File: config.mk
export PLATFORM = sky130hd
export DESIGN_NAME = iter_shift_ctrl
export DESIGN_NICKNAME = d
export VERILOG_FILES = /design/src/rtl/iter_shift_ctrl.sv
export SDC_FILE = /design/constraint.sdc
export NUM_CORES = 1
export LEC_CHECK = 0
export CAP_MARGIN = 20
export CORE_MARGIN = 5
export CORE_UTILIZATION = 46
export CTS_CLUSTER_DIAMETER = 200
export DETAILED_ROUTE_END_ITERATION = 16
export PLACE_DENSITY_LB_ADDON = 0.08
export SYNTH_ARGS = -nofsm -noshare
export SYNTH_HDL_FRONTEND = slang
export SYNTH_SLANG_ARGS = --single-unit
File: constraint.sdc
create_clock -name clk -period 2.1 [get_ports clk]
set_input_delay 0.315 -clock clk [delete_from_list [all_inputs] [get_ports clk]]
set_output_delay 0.315 -clock clk [all_outputs]
set_load 0.01 [all_outputs]
File: src/rtl/iter_shift_ctrl.sv
`default_nettype none
// ============================================================================
// Module   : iter_shift_ctrl
// Purpose  : Multi-cycle execute-stage shifter. Performs sll/srl/sra/rol by
//            iterating a fixed 2-bit step, with a final 1-bit step for odd
//            shift amounts, instead of using a full barrel shifter.
//            Uses a start/busy/done handshake and raises a stall request
//            while an operation is in flight. Flush aborts without a result.
// Ports    : clk      - system clock, rising edge
//            reset    - synchronous, active-low reset
//            start    - request a new operation (accepted in IDLE or DONE)
//            op       - 00 sll, 01 srl, 10 sra, 11 rol
//            in_data  - operand to shift
//            shamt    - shift amount, 0..WIDTH-1
//            flush    - abort the current operation
//            busy     - high while shifting
//            done     - one-cycle pulse, result valid
//            stall    - busy | (start & ready to accept), combinational
//            result   - last completed result, held until next completion
// Revision : 1.0 - initial release
// ============================================================================
module iter_shift_ctrl #(
    parameter int WIDTH = 32,
    parameter int SHW   = 5
) (
    input  logic             clk,
    input  logic             reset,
    input  logic             start,
    input  logic [1:0]       op,
    input  logic [WIDTH-1:0] in_data,
    input  logic [SHW-1:0]   shamt,
    input  logic             flush,
    output logic             busy,
    output logic             done,
    output logic             stall,
    output logic [WIDTH-1:0] result
);

    localparam logic [1:0] c_st_idle  = 2'd0;
    localparam logic [1:0] c_st_shift = 2'd1;
    localparam logic [1:0] c_st_done  = 2'd2;

    localparam logic [1:0] c_op_sll = 2'b00;
    localparam logic [1:0] c_op_srl = 2'b01;
    localparam logic [1:0] c_op_sra = 2'b10;

    logic [1:0]       r_state;
    logic [1:0]       w_next_state;
    logic [WIDTH-1:0] r_acc;
    logic [1:0]       r_op;
    logic [SHW-1:0]   r_rem;
    logic [WIDTH-1:0] r_result;

    logic             w_ready;
    logic             w_accept;
    logic             w_by_two;
    logic [WIDTH-1:0] w_step_acc;
    logic [SHW-1:0]   w_rem_next;

    // A new operation may only be taken when nothing is in flight; flush
    // always cancels a simultaneous start.
    assign w_ready  = (r_state == c_st_idle) || (r_state == c_st_done);
    assign w_accept = w_ready && start && !flush;
    assign stall    = busy || (start && w_ready);
    assign result   = r_result;

    // One iteration of the shifter: a 2-bit step while at least two
    // positions remain, otherwise the trailing 1-bit step.
    always_comb begin
        w_by_two   = (r_rem >= SHW'(2));
        w_step_acc = r_acc;
        w_rem_next = '0;
        if (w_by_two) begin
            w_rem_next = r_rem - SHW'(2);
        end
        case (r_op)
            c_op_sll: w_step_acc = w_by_two ? {r_acc[WIDTH-3:0], 2'b00}
                                            : {r_acc[WIDTH-2:0], 1'b0};
            c_op_srl: w_step_acc = w_by_two ? {2'b00, r_acc[WIDTH-1:2]}
                                            : {1'b0, r_acc[WIDTH-1:1]};
            // Sign fill comes from the current accumulator MSB, so repeated
            // steps compose into a single arithmetic shift.
            c_op_sra: w_step_acc = w_by_two ? {{2{r_acc[WIDTH-1]}}, r_acc[WIDTH-1:2]}
                                            : {r_acc[WIDTH-1], r_acc[WIDTH-1:1]};
            default:  w_step_acc = w_by_two ? {r_acc[WIDTH-3:0], r_acc[WIDTH-1:WIDTH-2]}
                                            : {r_acc[WIDTH-2:0], r_acc[WIDTH-1]};
        endcase
    end

    // Next-state and handshake outputs.
    always_comb begin
        w_next_state = r_state;
        busy         = (r_state == c_st_shift);
        done         = (r_state == c_st_done);
        case (r_state)
            c_st_idle, c_st_done: begin
                if (w_accept) begin
                    w_next_state = (shamt == '0) ? c_st_done : c_st_shift;
                end else begin
                    w_next_state = c_st_idle;
                end
            end
            c_st_shift: begin
                if (w_rem_next == '0) begin
                    w_next_state = c_st_done;
                end
            end
            default: w_next_state = c_st_idle;
        endcase
        if (flush) begin
            w_next_state = c_st_idle;
        end
    end

    always_ff @(posedge clk) begin
        if (!reset) begin
            r_state  <= c_st_idle;
            r_acc    <= '0;
            r_op     <= '0;
            r_rem    <= '0;
            r_result <= '0;
        end else begin
            r_state <= w_next_state;
            if (w_accept) begin
                r_acc <= in_data;
                r_op  <= op;
                r_rem <= shamt;
                // A zero shift completes immediately with the operand.
                if (shamt == '0) begin
                    r_result <= in_data;
                end
            end else if ((r_state == c_st_shift) && !flush) begin
                r_acc <= w_step_acc;
                r_rem <= w_rem_next;
                if (w_rem_next == '0) begin
                    r_result <= w_step_acc;
                end
            end
        end
    end

endmodule
`default_nettype wire

# Word-level counts from Yosys, hierarchy flattened

Cells that the tools add are included.

Register bits after elaboration: 73
Input bits: 43
Word-level logic and storage cells: 47
Output and inout port bits: 35

$lt $le $gt $ge: 1
$add $sub $neg: 1
Reduce and logical (&&, ||, !) cells: 15
Muxes and demuxes: 18
Bitwise operators: 1
Eq/ne operators: 6

Operator list:

| operator            | count |
|---|---|
| $mux 32             | 8 |
| $pmux 32 s3         | 1 |
| $mux 31             | 1 |
| $mux 30             | 1 |
| $mux 5              | 3 |
| $logic_not 5->1     | 2 |
| $mux 2              | 3 |
| $ge 5x2->1 const B  | 1 |
| $sub 5x2->5 const B | 1 |
| $eq 2x1->1 const B  | 2 |
| $eq 2x2->1 const B  | 2 |
| $logic_not 2->1     | 2 |
| $ne 2x1->1 const B  | 2 |
| $pmux 2 s2          | 1 |
| $reduce_bool 2->1   | 2 |
| $reduce_or 2->1     | 2 |
| $logic_and 1x1->1   | 3 |
| $reduce_and 3->1    | 1 |
| $logic_or 1x1->1    | 2 |
| $logic_not 1->1     | 1 |
| $not 1->1           | 1 |

# Longest topological paths before layout

Depth in word-level cells: 6
Mapped depth: 9
Depth with buffers taken out: 7

# Least setup slack after synthesis

Ideal clock, no wire load.

Path type: register to register
Start: register r_rem[1]
End: register r_result[17], in the netlist result[17]
Path buffers: 2
Arrival: 1,922 ps
Setup slack: 53 ps
Library setup time: 126 ps
Stages on the path, launching flop included: 10
Path through: dfxtp_1 inv_1 ha_1 or3b_1 buf_2 and2_4 nor3_2 a31oi_4 buf_6 o2bb2ai_1

Longest elaborated chain between the ends: 6
Elaborated cells between the ends (all ways): 14
Classes of those cells: 1 x add/sub; 1 x order compare; 9 x mux; 3 x reduce/logical

Ends and longest elaborated chain:

| element                         | RTL line | RTL |
|---|---|---|
| from (decl)                     | 51       | `logic [SHW-1:0] r_rem;` |
| from (signal assigned)          | 127      | `r_rem <= shamt;` |
| from (signal assigned)          | 134      | `r_rem <= w_rem_next;` |
| $ge 5x2->1                      | 70       | `w_by_two = (r_rem >= SHW'(2));` |
| $mux 32 (tied with other cells) | 85       | `default: w_step_acc = w_by_two ? {r_acc[WIDTH-3:0], r_acc[WIDTH-1:WIDTH-2]}` |
| $pmux 32 s3                     | 76       | `case (r_op)` |
| $mux 32                         | 135      | `if (w_rem_next == '0) begin` |
| $mux 32                         | 132      | `end else if ((r_state == c_st_shift) && !flush) begin` |
| $mux 32                         | 124      | `if (w_accept) begin` |
| to (signal assigned)            | 130      | `r_result <= in_data;` |
| to (signal assigned)            | 136      | `r_result <= w_step_acc;` |
| to (decl)                       | 52       | `logic [WIDTH-1:0] r_result;` |

Parallel ways exist; a longest one is shown, timed or not. The select of a mux whose other input is x is not followed.
A chain may end at the register's enable or synchronous reset.

# Worst setup path after layout

Start: register r_rem[1]
End: register r_acc[14]

Longest elaborated chain between the ends: 5
Elaborated cells between the ends (all ways): 8
Classes of those cells: 1 x order compare; 7 x mux

Ends and longest elaborated chain:

| element                         | RTL line | RTL |
|---|---|---|
| $ge 5x2->1 (*)                  | 70       |  |
| $mux 32 (tied with other cells) | 85       |  |
| $pmux 32 s3 (*)                 | 76       |  |
| $mux 32 (*)                     | 132      |  |
| $mux 32 (*)                     | 124      |  |
| to (signal assigned)            | 125      | `r_acc <= in_data;` |
| to (signal assigned)            | 133      | `r_acc <= w_step_acc;` |
| to (decl)                       | 49       | `logic [WIDTH-1:0] r_acc;` |

Every way passes the cells marked *; elsewhere a longest branch is shown, timed or not. The select of a mux whose other input is x is not followed.

==> run_results.csv <==
group,metric,value,unit
finish,fin_nets,585,
setup_path,arrival,2.26,ns
grt,track_usage,0.238,
sta,period_share,0.967,
clock_tree,h-tree-depth,3,
route,drt_iter0_drc,348,
min_path,hold_path_end,"result[13]",
floorplan,die-area,9960,um^2
route,ant_nets,0,
sta,slew_violations,0,
finish,diodes,0,
job,cap_violations,0,
pwr,finalPower,0.00364,W
outcome,outcome,"finished clean",
sta,timing.fmax,492,MHz
clock_tree,cts_sinks,73,
route,totalWireLength,11700,um
floorplan,start_util,0.475,
synth,synth_ff_type,"dfxtp_1",
floorplan,pin_count,78,
pwr,power.density,710,nW/um^2
setup_path,startpoint_type,"flip-flop",
setup_path,critPathKind,"reg2reg",
synth,ys_warn_count,0,
sta,whs,0.469,ns
route,drc,0,
floorplan,core-area,7810,um^2
grt,antenna_found_initial,0,
finish,areaGrowthSynthToFinish,38.4,%
sta,tightestPinTransition,0.462,ns
pwr,irDropWorstVdd,0.378,mV
synth,async_reset_ff_frac,0,
min_path,hp-start,"result[13]",
min_path,hold_path_class,"reg2reg",
synth,synth.net_count,490,
setup_path,r2r_cells,8,
grt,grt_overflow,0,
synth,synthTopCellsByCount,"nand3_1, dfxtp_1, o21ai_0",
min_path,hold_depth,1,
sta,fin_crit,2.03,ns
synth,syn_area,3710,um^2
pwr,p_leak,1.79,nW
clock_tree,cts_made_buffers,9,
sta,final-hold-violation-count,0,
grt,grt_max_degree,43,
sta,rsz0062_at_grt,"true",
place,hpwl,7550,um
clock_tree,clk_latency,0.35,ns
clock_tree,clock-root-buffer,"clkbuf_8",
synth,yosys.cell_types.count,47,
clock_tree,clockBufferDepth,2,
synth,yosysMostFrequentCell,"nand3_1",
sta,slew_headroom,0.692,
clock_tree,cts_hold_buf,0,
grt,grt_pass1_wl,19200,um
finish,drive_above_1_share,0.181,
floorplan,die_width,99.8,um
setup_path,critPathMaxFanout,16,
route,dr_total_vias,3972,
floorplan,row_count,32,
synth,synth_edf_count,0,
place,place.gp.congestion,0.891,
setup_path,r2r-start,"r_rem[1]",
setup_path,reg2reg_to,"r_acc[14]",
sta,setup_viol,0,
setup_path,reg2reg_slack,0.07,ns
synth,synthTopCellsByArea,"dfxtp_1, nand3_1, o21ai_0",
route,dr.pass1.iters,5,
route,wl_per_cell,18.1,um
floorplan,die_h,99.8,um
finish,n_fill_cell,691,
finish,fin_area,5130,um^2
route,vias_per_cell,6.13,
setup_path,end_kind,"flip-flop",
synth,syn_area_per_cell,8.31,um^2
place,port_buffers,77,
sta,skew,0.0117,ns
synth,yosysTopAreaCell,"dfxtp_1",
synth,synthCells,446,
synth,synth-seq-cells,73,
clock_tree,cts_tree,"built",
setup_path,critical_path_required,2.33,ns
place,placed_cell_area,4720,um^2
synth,ys_seq_area_frac,0.394,
clock_tree,clk_pin_slew_worst_paths,0.08,ns
synth,synth_top_area_share,0.394,
grt,grt_pass1_vias,3904,
## cells in the final DEF, fill, tap and decap left out, types with 2 or more instances in the layout
master,netlist,layout
buf_6,6,7
nand2b_1,2,2
dfxtp_1,73,73
a21boi_0,3,3
o21ai_2,1,4
o2bb2ai_2,7,8
o21ai_0,62,53
clkinvlp_4,0,2
o211ai_1,31,31
clkbuf_8,0,9
nor3b_2,2,3
buf_4,0,41
inv_1,5,5
nand2_1,12,11
nand3_1,119,119
o22ai_1,3,3
nor2_1,7,6
nor2b_1,3,3
o21ai_1,12,17
a31oi_4,1,2
a21oi_1,7,6
clkdlybuf4s50_1,0,76
o2bb2ai_1,24,23
## layout make-up
class | instances | area [um^2] | share of cell area
Tap cell | 102 | 128 | 0.0249
Sequential cell | 73 | 1460 | 0.285
Clock inverter | 6 | 67.6 | 0.0132
Inverter | 5 | 18.8 | 0.00366
Multi-Input combinational cell | 326 | 2150 | 0.419
Timing Repair Buffer | 126 | 1180 | 0.230
Clock buffer | 10 | 128 | 0.0249
## kinds of logic after synthesis
logic type	synth area share
xor gates and xnor gates	0.00709
and+or+nand+nor	0.222
buffers and inverters	0.0631
AOI/OAI and AO/OA	0.307
adders and majority gates	0.00337
DFF	0.394
muxes	0.00304
## flip-flops by register name, summed over array words and instances (netlist names)
name / flops
r_state: 2
r_op: 2
r_rem: 5
result: 32
r_acc: 32
## power by group
group / leakage (nW) / switching (W) / internal [W]
registers: 0.593 / 0.0000554 / 0.00146
logic: 1.11 / 0.000565 / 0.000448
clock network: 0.0929 / 0.000563 / 0.000553
## per-layer routing
metal,routed length [um],global-route usage
met3,1030,0.0549
met5,0,0
met1,4890,0.307
met2,5410,0.375
met4,404,0.120
## critical path, cell delays in order, from the launching register on
cell      delay (ns)
dfxtp_1         0.31
inv_1           0.10
ha_4            0.17
or3b_4          0.40
buf_4           0.21
o21ai_0         0.29
nand3_1         0.12
o211ai_1        0.17
o21ai_0         0.13
## stage by stage
| stage | setup WS [ns] | cells | setup TNS [ns] | utilization |
|---|---|---|---|---|
| 3_3_place_gp | -0.247 | 623 | -6.27 | 0.604 |
| 4_1_cts | -0.00639 | 647 | -0.00938 | 0.643 |
| 2_1_floorplan | 0.0529 | 446 | 0 | - |
| 6_report | 0.0683 | 648 | 0 | 0.657 |
| 5_1_grt | -0.0168 | 648 | -0.0455 | 0.657 |
| 3_5_place_dp | -0.282 | 623 | -8.33 | 0.604 |
## worst max path at each step
stage,start,end,slack (ns)
global route,r_rem[1],r_acc[31],-0.02
CTS,r_rem[1],result[4],-0.006
detailed placement,r_rem[1],result[15],-0.28
floorplan,r_rem[1],result[17],0.05
global placement,r_rem[1],result[15],-0.25
finish,r_rem[1],r_acc[14],0.07
## repair_timing
item | CTS | global route
gates resized for setup | 7 | 31
endpoints found under the setup margin | 34 | 50
pin swaps | 3 | 3
buffers inserted | 7 | 1
cloned | 1 | 0
(Power assumes the default switching activity.)
